$ cat config.mk
export PLATFORM = sky130hd
export DESIGN_NAME = store_aligner
export DESIGN_NICKNAME = d
export VERILOG_FILES = /design/src/rtl/store_aligner.sv
export SDC_FILE = /design/constraint.sdc
export NUM_CORES = 1
export LEC_CHECK = 0
export BUFFER_PORTS_ARGS = -buffer_cell sky130_fd_sc_hd__buf_2
export CAP_MARGIN = 10
export CORE_MARGIN = 2
export CORE_UTILIZATION = 58
export CTS_CLUSTER_DIAMETER = 120
export DETAILED_ROUTE_END_ITERATION = 6
export GPL_TIMING_DRIVEN = 1
export PLACE_DENSITY = 0.86
export SETUP_SLACK_MARGIN = 0.2
export SYNTH_ARGS = -nofsm -noshare
export SYNTH_HDL_FRONTEND = slang
export SYNTH_SLANG_ARGS = --single-unit
$ cat constraint.sdc
create_clock -name clk -period 4.1 [get_ports clk]
set_clock_uncertainty 0.05 [all_clocks]
set_input_delay 0.41 -clock clk [delete_from_list [all_inputs] [get_ports clk]]
set_output_delay 0.41 -clock clk [all_outputs]
set_load 0.1 [all_outputs]
$ cat src/rtl/store_aligner.sv
// store_aligner: places a core store (SB/SH/SW) onto a 32-bit data-memory
// write port. Data is shifted into the correct byte lanes and byte strobes are
// generated. A store that crosses a word boundary is issued as two aligned
// beats. The core is held off through st_ready until the last beat is granted.
//
// Ports:
//   clk, rst_n            clock, asynchronous active-low reset
//   st_valid / st_ready   core store handshake (st_ready high only in IDLE)
//   st_funct3             3'b000 SB, 3'b001 SH, 3'b010 SW; anything else is illegal
//   st_addr, st_data      byte address and right-justified rs2 value
//   st_done               one-cycle pulse when the final beat is granted
//   st_err                one-cycle pulse after an illegal funct3 is accepted
//   mem_req/mem_gnt       write request; a beat completes when both are high
//   mem_addr              word-aligned write address
//   mem_wdata, mem_wstrb  lane-aligned write data and byte enables
module store_aligner (
  input  logic        clk,
  input  logic        rst_n,
  input  logic        st_valid,
  output logic        st_ready,
  input  logic [2:0]  st_funct3,
  input  logic [31:0] st_addr,
  input  logic [31:0] st_data,
  output logic        st_done,
  output logic        st_err,
  output logic        mem_req,
  output logic [31:0] mem_addr,
  output logic [31:0] mem_wdata,
  output logic [3:0]  mem_wstrb,
  input  logic        mem_gnt
);

  typedef enum logic [1:0] {
    IDLE,
    BEAT0,
    BEAT1
  } state_t;

  state_t      state;
  logic [31:0] hi_data;  // upper half of the shifted data, used by BEAT1
  logic [3:0]  hi_strb;  // upper strobes; non-zero means the store splits

  logic        legal;
  logic [3:0]  mask;
  logic [31:0] data_m;
  logic [63:0] d64;
  logic [7:0]  s8;

  assign st_ready = (state == IDLE);

  always_comb begin
    legal  = 1'b1;
    mask   = '0;
    data_m = '0;
    case (st_funct3)
      3'b000: begin
        mask   = 4'b0001;
        data_m = {24'b0, st_data[7:0]};
      end
      3'b001: begin
        mask   = 4'b0011;
        data_m = {16'b0, st_data[15:0]};
      end
      3'b010: begin
        mask   = 4'b1111;
        data_m = st_data;
      end
      default: legal = 1'b0;
    endcase
    d64 = {32'b0, data_m} << {st_addr[1:0], 3'b000};
    s8  = {4'b0, mask} << st_addr[1:0];
  end

  always_ff @(posedge clk or negedge rst_n) begin
    if (!rst_n) begin
      state     <= IDLE;
      hi_data   <= '0;
      hi_strb   <= '0;
      mem_req   <= 1'b0;
      mem_addr  <= '0;
      mem_wdata <= '0;
      mem_wstrb <= '0;
      st_done   <= 1'b0;
      st_err    <= 1'b0;
    end else begin
      st_done <= 1'b0;
      st_err  <= 1'b0;
      case (state)
        IDLE: begin
          if (st_valid) begin
            if (legal) begin
              state     <= BEAT0;
              mem_req   <= 1'b1;
              mem_addr  <= {st_addr[31:2], 2'b00};
              mem_wdata <= d64[31:0];
              mem_wstrb <= s8[3:0];
              hi_data   <= d64[63:32];
              hi_strb   <= s8[7:4];
            end else begin
              st_err <= 1'b1;
            end
          end
        end
        BEAT0: begin
          if (mem_gnt) begin
            if (hi_strb != '0) begin
              // mem_addr still holds the base here, so +4 gives the next word
              // and wraps naturally at the top of the address space.
              state     <= BEAT1;
              mem_addr  <= mem_addr + 32'd4;
              mem_wdata <= hi_data;
              mem_wstrb <= hi_strb;
            end else begin
              state     <= IDLE;
              mem_req   <= 1'b0;
              mem_addr  <= '0;
              mem_wdata <= '0;
              mem_wstrb <= '0;
              st_done   <= 1'b1;
            end
          end
        end
        BEAT1: begin
          if (mem_gnt) begin
            state     <= IDLE;
            mem_req   <= 1'b0;
            mem_addr  <= '0;
            mem_wdata <= '0;
            mem_wstrb <= '0;
            st_done   <= 1'b1;
          end
        end
        default: begin
          state     <= IDLE;
          mem_req   <= 1'b0;
          mem_addr  <= '0;
          mem_wdata <= '0;
          mem_wstrb <= '0;
        end
      endcase
    end
  end

endmodule

==> reports/qor.txt, run 1 <==
Outcome: finished clean
Core footprint: 9280 um2
Worst Tran Pin Value: 1.20 ns
Tmin final: 2.89 ns
Setup Buffers After CTS: 0
Clock sinks: 98
Leak Pwr: 3.09 nW
Initial antenna violation count: 0
Slowest-stage cell, CP: nor4b_4
Sw Share: 61.7%
Gate Count Post-Synth: 606
# setup viols final: 0
Clk pin slew, worst setup/hold paths: 0.10 ns
Die area: 10500 um2
Most common cell after layout, fill and taps aside: buf_2
Die width: 102 um
Worst hold-check path type: input port to async pin
Routed wire length: 17.4 mm
Number of global-route vias before repair: 5176
VDD IR max: 664 uV
CP required: 4.35 ns
F_max: 346 MHz
Max_slew headroom: 20.0%
Fillers: 755
Die height: 102 um
Starting Density: 60.3%
WP buf/inv: 1
Vias per inst: 6.53
Crit. End Element: flip-flop
CTS Root Cell: clkbuf_8
Worst Path Max Fanout: 19
Unrepaired setup endpoints after global routing: no
Largest net degree at the start of global routing: 69
CP arrival: 3.14 ns
Logic pwr share: 61.4%
Area Overhead vs Synth: 15.5%
Final hold violations: 0
Ys async rst share: 100%
CTS resizes: 0
Period utilisation layout: 70.5%
Slew Limit Fails: 0
YS warnings: 0
Port Buf Inserts: 140
Final setup TNS: 0 ns
Clock Latency Late Sink: 0.37 ns
Detail Placement HPWL: 12.4 mm
Grt peak-use layer: met2
Sequential fraction of the synthesis area: 43.8%
Htree depth: 3
Int Pwr: 0.00219 W
Register area: 2450 um2
Share of cells above drive strength 1: 25.3%
Fin nets: 792
Power share of the sequential group: 27.6%
Max cap viols: 0
Gpl congestion: 0.964
Mean post-synth cell area: 9.24 um2
Grt met1 use: 48.8%
Most frequent cells in the layout: buf_2 (139), dfrtp_1 (98), nand2_1 (76)
CP top delay family: simple AND/OR/NAND/NOR gates
GRT met2 Usage: 51.9%
All-Layer GR Usage: 34.0%
First-pass GRT wire length: 27.4 mm
CTS tree: built
Slowest stage delay, CP: 0.96 ns
Drt pass-1 iters: 6
Wire per inst: 20.4 um
Worst path cell trace: inv_1 > ha_1 > nand2_1 > nor4b_4 > o21a_4 > a22o_1
Tot Pwr: 0.00573 W
Area of the multi-input gates: 2870 um2
Post-Synthesis Cell Area: 5600 um2
# IOs: 143
CTS max path bufs: 2
ANT cells: 0
Post-DRT Antenna Nets: 0
Clock buffer count from CTS: 9
Worst setup SP type: flip-flop
Yosys reg bits: 98
# hold bufs at CTS: 0
Post-synth cell types: 65
DR iter-0 viols: 479
DRC viols: 0
Fraction of power consumed by the clock network: 11.0%
Vias: 5554
Top_reg_cell synth: dfrtp_1
Post-synth EDFFs: 0
Kind of critical path: flip-flop to flip-flop
Psw: 0.00354 W
Row cnt: 35
Total gr overflow: 0
Pwr Density: 886 nW/um2
Grt met3 use: 6.22%
==> cell type report <==
class | instances | area share, %
clock buffers | 11 | 2.34
repair buffers | 146 | 11.6
clock inverters | 5 | 0.696
inverters | 12 | 0.696
flip-flops and latches | 98 | 37.9
well taps | 129 | 2.49
multi-input cells | 450 | 44.3
==> per-layer routing <==
metal  up-vias  routed length [um]  share of wire [%]
li1       2495                   -                  -
met1      2683                7130                 41
met4         0                 504                2.9
met3        28                1810                 10
met2       348                7960                 46
met5         -                   0                  0
==> worst register-to-register path, stage by stage, from the launching register on <==
cell and delay [ns]:
dfrtp_1 0.40, inv_1 0.10, ha_1 0.60, nand2_1 0.30, nor4b_4 0.96, o21a_4 0.29
a22o_1 0.14
==> cell usage after synthesis, types with 10 or more instances <==
master / number / area (um2)
inv_1: 11 / 41.3
nor3_1: 12 / 60.1
a22oi_1: 21 / 158
dfrtp_1: 98 / 2450
a22o_1: 23 / 201
o21ai_0: 51 / 255
nor2_1: 36 / 135
and3_1: 15 / 93.8
o22ai_1: 12 / 75.1
mux2i_1: 23 / 230
buf_2: 14 / 70.1
o2bb2ai_1: 11 / 96.3
clkbuf_1: 24 / 90.1
nand4_1: 10 / 62.6
a21oi_1: 19 / 95.1
o21ai_1: 17 / 85.1
nand3_1: 11 / 55.1
nand2_1: 76 / 285
==> sequential cells by signal, summed over array words and instances, names as in the netlist <==
name and cells:
state 2, hi_strb 3, mem_wdata 32, hi_data 24, mem_wstrb 4, st_err 1, mem_addr 30, st_done 1
mem_req 1
==> final timing paths <==
check,start,slack [ns],to,cells past startpoint
worst min-delay path,rst_n,0.11,mem_wdata[20],1
min in group clk,st_addr[2],0.22,mem_addr[2],2
worst max register to register,state[1],1.21,mem_wdata[30],6
max in group asynchronous,rst_n,2.89,mem_addr[7],2
worst max-delay path,state[1],1.21,mem_wdata[30],6
worst min register to register,hi_data[7],0.43,hi_data[7],2
==> cell families after synthesis <==
| family | synth area share (%) |
|---|---|
| AO/OA/AOI/OAI | 27.6 |
| flip-flops | 43.8 |
| adder cells (fa/ha/maj) | 0.894 |
| AND/OR/NAND/NOR | 17.6 |
| multiplexers | 4.51 |
| XOR/XNOR | 0.469 |
| other | 0.0670 |
| buffers and inverters | 5.07 |
==> per-stage QoR <==
| step | util, % | setup slack, ns | instances | cell area [um2] | hold slack [ns] |
|---|---|---|---|---|---|
| floorplan | - | 1.42 | 607 | 5600 | 0.0644 |
| global placement | 67.6 | 1.34 | 835 | 6270 | 0.405 |
| detailed placement | 67.6 | 1.24 | 835 | 6270 | 0.412 |
| CTS | 69.7 | 1.23 | 851 | 6470 | 0.135 |
| global route | 69.7 | 0.945 | 851 | 6470 | 0.166 |
| finish | 69.7 | 1.21 | 851 | 6470 | 0.106 |
==> power by group through the flow <==
stage | Clock [W] | Combinational, W | Sequential [W]
finish | 0.000629 | 0.00352 | 0.00159
global route | 0.000673 | 0.00369 | 0.00163
CTS | 0.000633 | 0.00351 | 0.00157
detailed placement | 0 | 0.00350 | 0.00159
global placement | 0 | 0.00344 | 0.00157
floorplan | 0 | 0.00110 | 0.00331
(Power assumes the default switching activity.)
==> run 2, diff against run 1 <==
--- a/config.mk
+++ b/config.mk
@@ -8,11 +8,11 @@
 export BUFFER_PORTS_ARGS = -buffer_cell sky130_fd_sc_hd__buf_2
 export CAP_MARGIN = 10
 export CORE_MARGIN = 2
-export CORE_UTILIZATION = 58
+export CORE_UTILIZATION = 49
 export CTS_CLUSTER_DIAMETER = 120
 export DETAILED_ROUTE_END_ITERATION = 6
 export GPL_TIMING_DRIVEN = 1
-export PLACE_DENSITY = 0.86
+export PLACE_DENSITY = 0.78
 export SETUP_SLACK_MARGIN = 0.2
 export SYNTH_ARGS = -nofsm -noshare
 export SYNTH_HDL_FRONTEND = slang
==> constraint.sdc (replaced) <==
create_clock -name clk -period 2.4 [get_ports clk]
set_clock_uncertainty 0.05 [all_clocks]
set_input_delay 0.24 -clock clk [delete_from_list [all_inputs] [get_ports clk]]
set_output_delay 0.24 -clock clk [all_outputs]
set_load 0.1 [all_outputs]
==> run 2 against run 1 <==
The flow now finishes with violations (DRC); sequential share of layout area decreased by 2.2 points; sequential power increased by 72%; clock power rose to 2.8 times the previous value; register-to-register slack worse by 0.94 ns; non-clock buffer count grew 26; combinational power is 78% higher; critical path depth is 2 higher; global-route usage shrank 5.6 points; final area is 7.1% higher; first-iteration DRC count increased by 17%; die area up 18%; worst hold slack worse by 0.058 ns.
==> reports/qor.txt, run 2 (synthesis gave the netlist of run 1 again) <==
Worst Path Max Fanout: 16
All-Layer GR Usage: 28.4%
# setup viols final: 0
Sw Share: 57.9%
R2R Path End: mem_addr[24]
CP top delay family: buffers and inverters
Port Buf Inserts: 140
Slew Limit Fails: 0
F_max: 469 MHz
Violated checks: DRC
Post-DP Area: 6470 um2
Worst hold-check path type: input port to flip-flop
First-pass GRT wire length: 28.0 mm
CP arrival: 2.33 ns
Final setup TNS: 0 ns
ANT cells: 0
Leak Pwr: 3.28 nW
CTS Root Cell: clkbuf_16
Post-route cell area: 6930 um2
Die width: 111 um
DRC viols: 2
Clock sinks: 98
Tot Pwr: 0.0107 W
CTS tree: built
Period utilisation layout: 88.9%
Area Overhead vs Synth: 23.7%
Final hold violations: 0
Total gr overflow: 0
Row cnt: 39
Clock Latency Late Sink: 0.36 ns
Hold endpoint: mem_addr[3]
Kind of critical path: flip-flop to flip-flop
Die height: 111 um
VDD IR max: 1600 uV
Worst path cell trace: inv_1 > ha_4 > buf_4 > nand2_1 > and2_1 > buf_4 > a31o_2 > a21o_1
Outcome: finished, violations left
Clock buffer count from CTS: 9
Die area: 12300 um2
Grt met3 use: 5.96%
Most common cell after layout, fill and taps aside: buf_2
Most frequent cells in the layout: buf_2 (139), dfrtp_1 (82), nand2_1 (76)
Grt peak-use layer: met2
HP Start: st_addr[3]
CP required: 2.60 ns
Starting Density: 49.7%
Reg2reg setup slack: 0.27 ns
Grt met1 use: 36.0%
Worst setup SP type: flip-flop
GRT met2 Usage: 45.6%
WP buf/inv: 3
Biggest register: mem_wdata
Fin nets: 818
Flip-flop count of the largest register after layout: 32
Largest net degree at the start of global routing: 47
Routed wire length: 18.0 mm
Initial antenna violation count: 0
Fraction of power consumed by the clock network: 16.3%
Slowest-stage cell, CP: dfrtp_1
Register-to-Register Path Depth: 8
CTS max path bufs: 2
Number of cells on the worst hold path: 3
Max_slew headroom: 42.5%
Reg2Reg Launch Point: state[0]
Most frequent CP cell: buf_4
Detail Placement HPWL: 12.8 mm
Htree depth: 3
Vias per inst: 6.37
Fin util: 61.5%
Core footprint: 11300 um2
# IOs: 143
Gpl congestion: 0.902
Post-DRT Antenna Nets: 0
Crit. End Element: flip-flop
Max cap viols: 0
Int Pwr: 0.00453 W
Psw: 0.00622 W
Share of cells above drive strength 1: 30.2%
Clk pin slew, worst setup/hold paths: 0.08 ns
Power share of the sequential group: 25.4%
Pwr Density: 1550 nW/um2
Vias: 5679
Wire per inst: 20.2 um
Drt pass-1 iters: 7
DR iter-0 viols: 562
Biggest regs: mem_wdata: 32 flops, mem_addr: 30 flops, hi_data: 24 flops
Tmin final: 2.13 ns
Number of global-route vias before repair: 5438
Slowest stage delay, CP: 0.40 ns
Worst Tran Pin Value: 0.855 ns
Unrepaired setup endpoints after global routing: yes
Logic pwr share: 58.4%
run 2: worst reg2reg max path: stages, from the launching register on:
cell and delay [ns]:
dfrtp_1 0.40, inv_1 0.12, ha_4 0.17, buf_4 0.25, nand2_1 0.20, and2_1 0.25
buf_4 0.20, a31o_2 0.21, a21o_1 0.17
run 2: power by group through the flow:
stage	logic (W)	clock network, W	registers (W)
floorplan	0.00190	0	0.00569
global placement	0.00605	0	0.00271
detailed placement	0.00614	0	0.00273
CTS	0.00620	0.00176	0.00271
global route	0.00654	0.00182	0.00280
finish	0.00627	0.00175	0.00273
run 2: metrics by stage:
stage,std cells,hold WS [ns],setup WS [ns]
3_3_place_gp,869,0.231,0.251
4_1_cts,886,0.0486,0.260
3_5_place_dp,869,0.243,0.110
5_1_grt,891,0.0604,0.139
2_1_floorplan,607,-0.106,0.242
6_report,891,0.0486,0.267
run 2: area by class of cell:
cell class	instances	area [um2]
Fill cell	951	4340
Multi-Input combinational cell	450	2900
Sequential cell	98	2470
Timing Repair Buffer	172	976
Clock buffer	9	225
Tap cell	143	179
Clock inverter	7	135
Inverter	12	45.0
run 2: routing by layer:
layer,up-vias,routed length (um)
li1,2549,-
met1,2735,6980
met2,348,8600
met3,47,1720
met4,0,693
met5,-,0
run 2: worst max-delay path by stage:
stage                       startpoint           end  slack (ns)  cells after the start
after global routing          state[1]  mem_addr[19]        0.14                      8
after floorplan           mem_addr[23]  mem_addr[31]        0.24                      5
after CTS                     state[1]  mem_addr[26]        0.26                      8
after detailed placement      state[1]  mem_addr[26]        0.11                      8
final                         state[0]  mem_addr[24]        0.27                      8
after global placement        state[1]  mem_addr[16]        0.25                      6
run 2: what timing repair did:
item	in CTS	in global routing
setup buffers	0	4
pin swaps	0	1
hold endpoints to repair	42	0
cloned	0	1
hold buffers	1	0
endpoints found under the setup margin	14	10
gates resized for setup	5	1
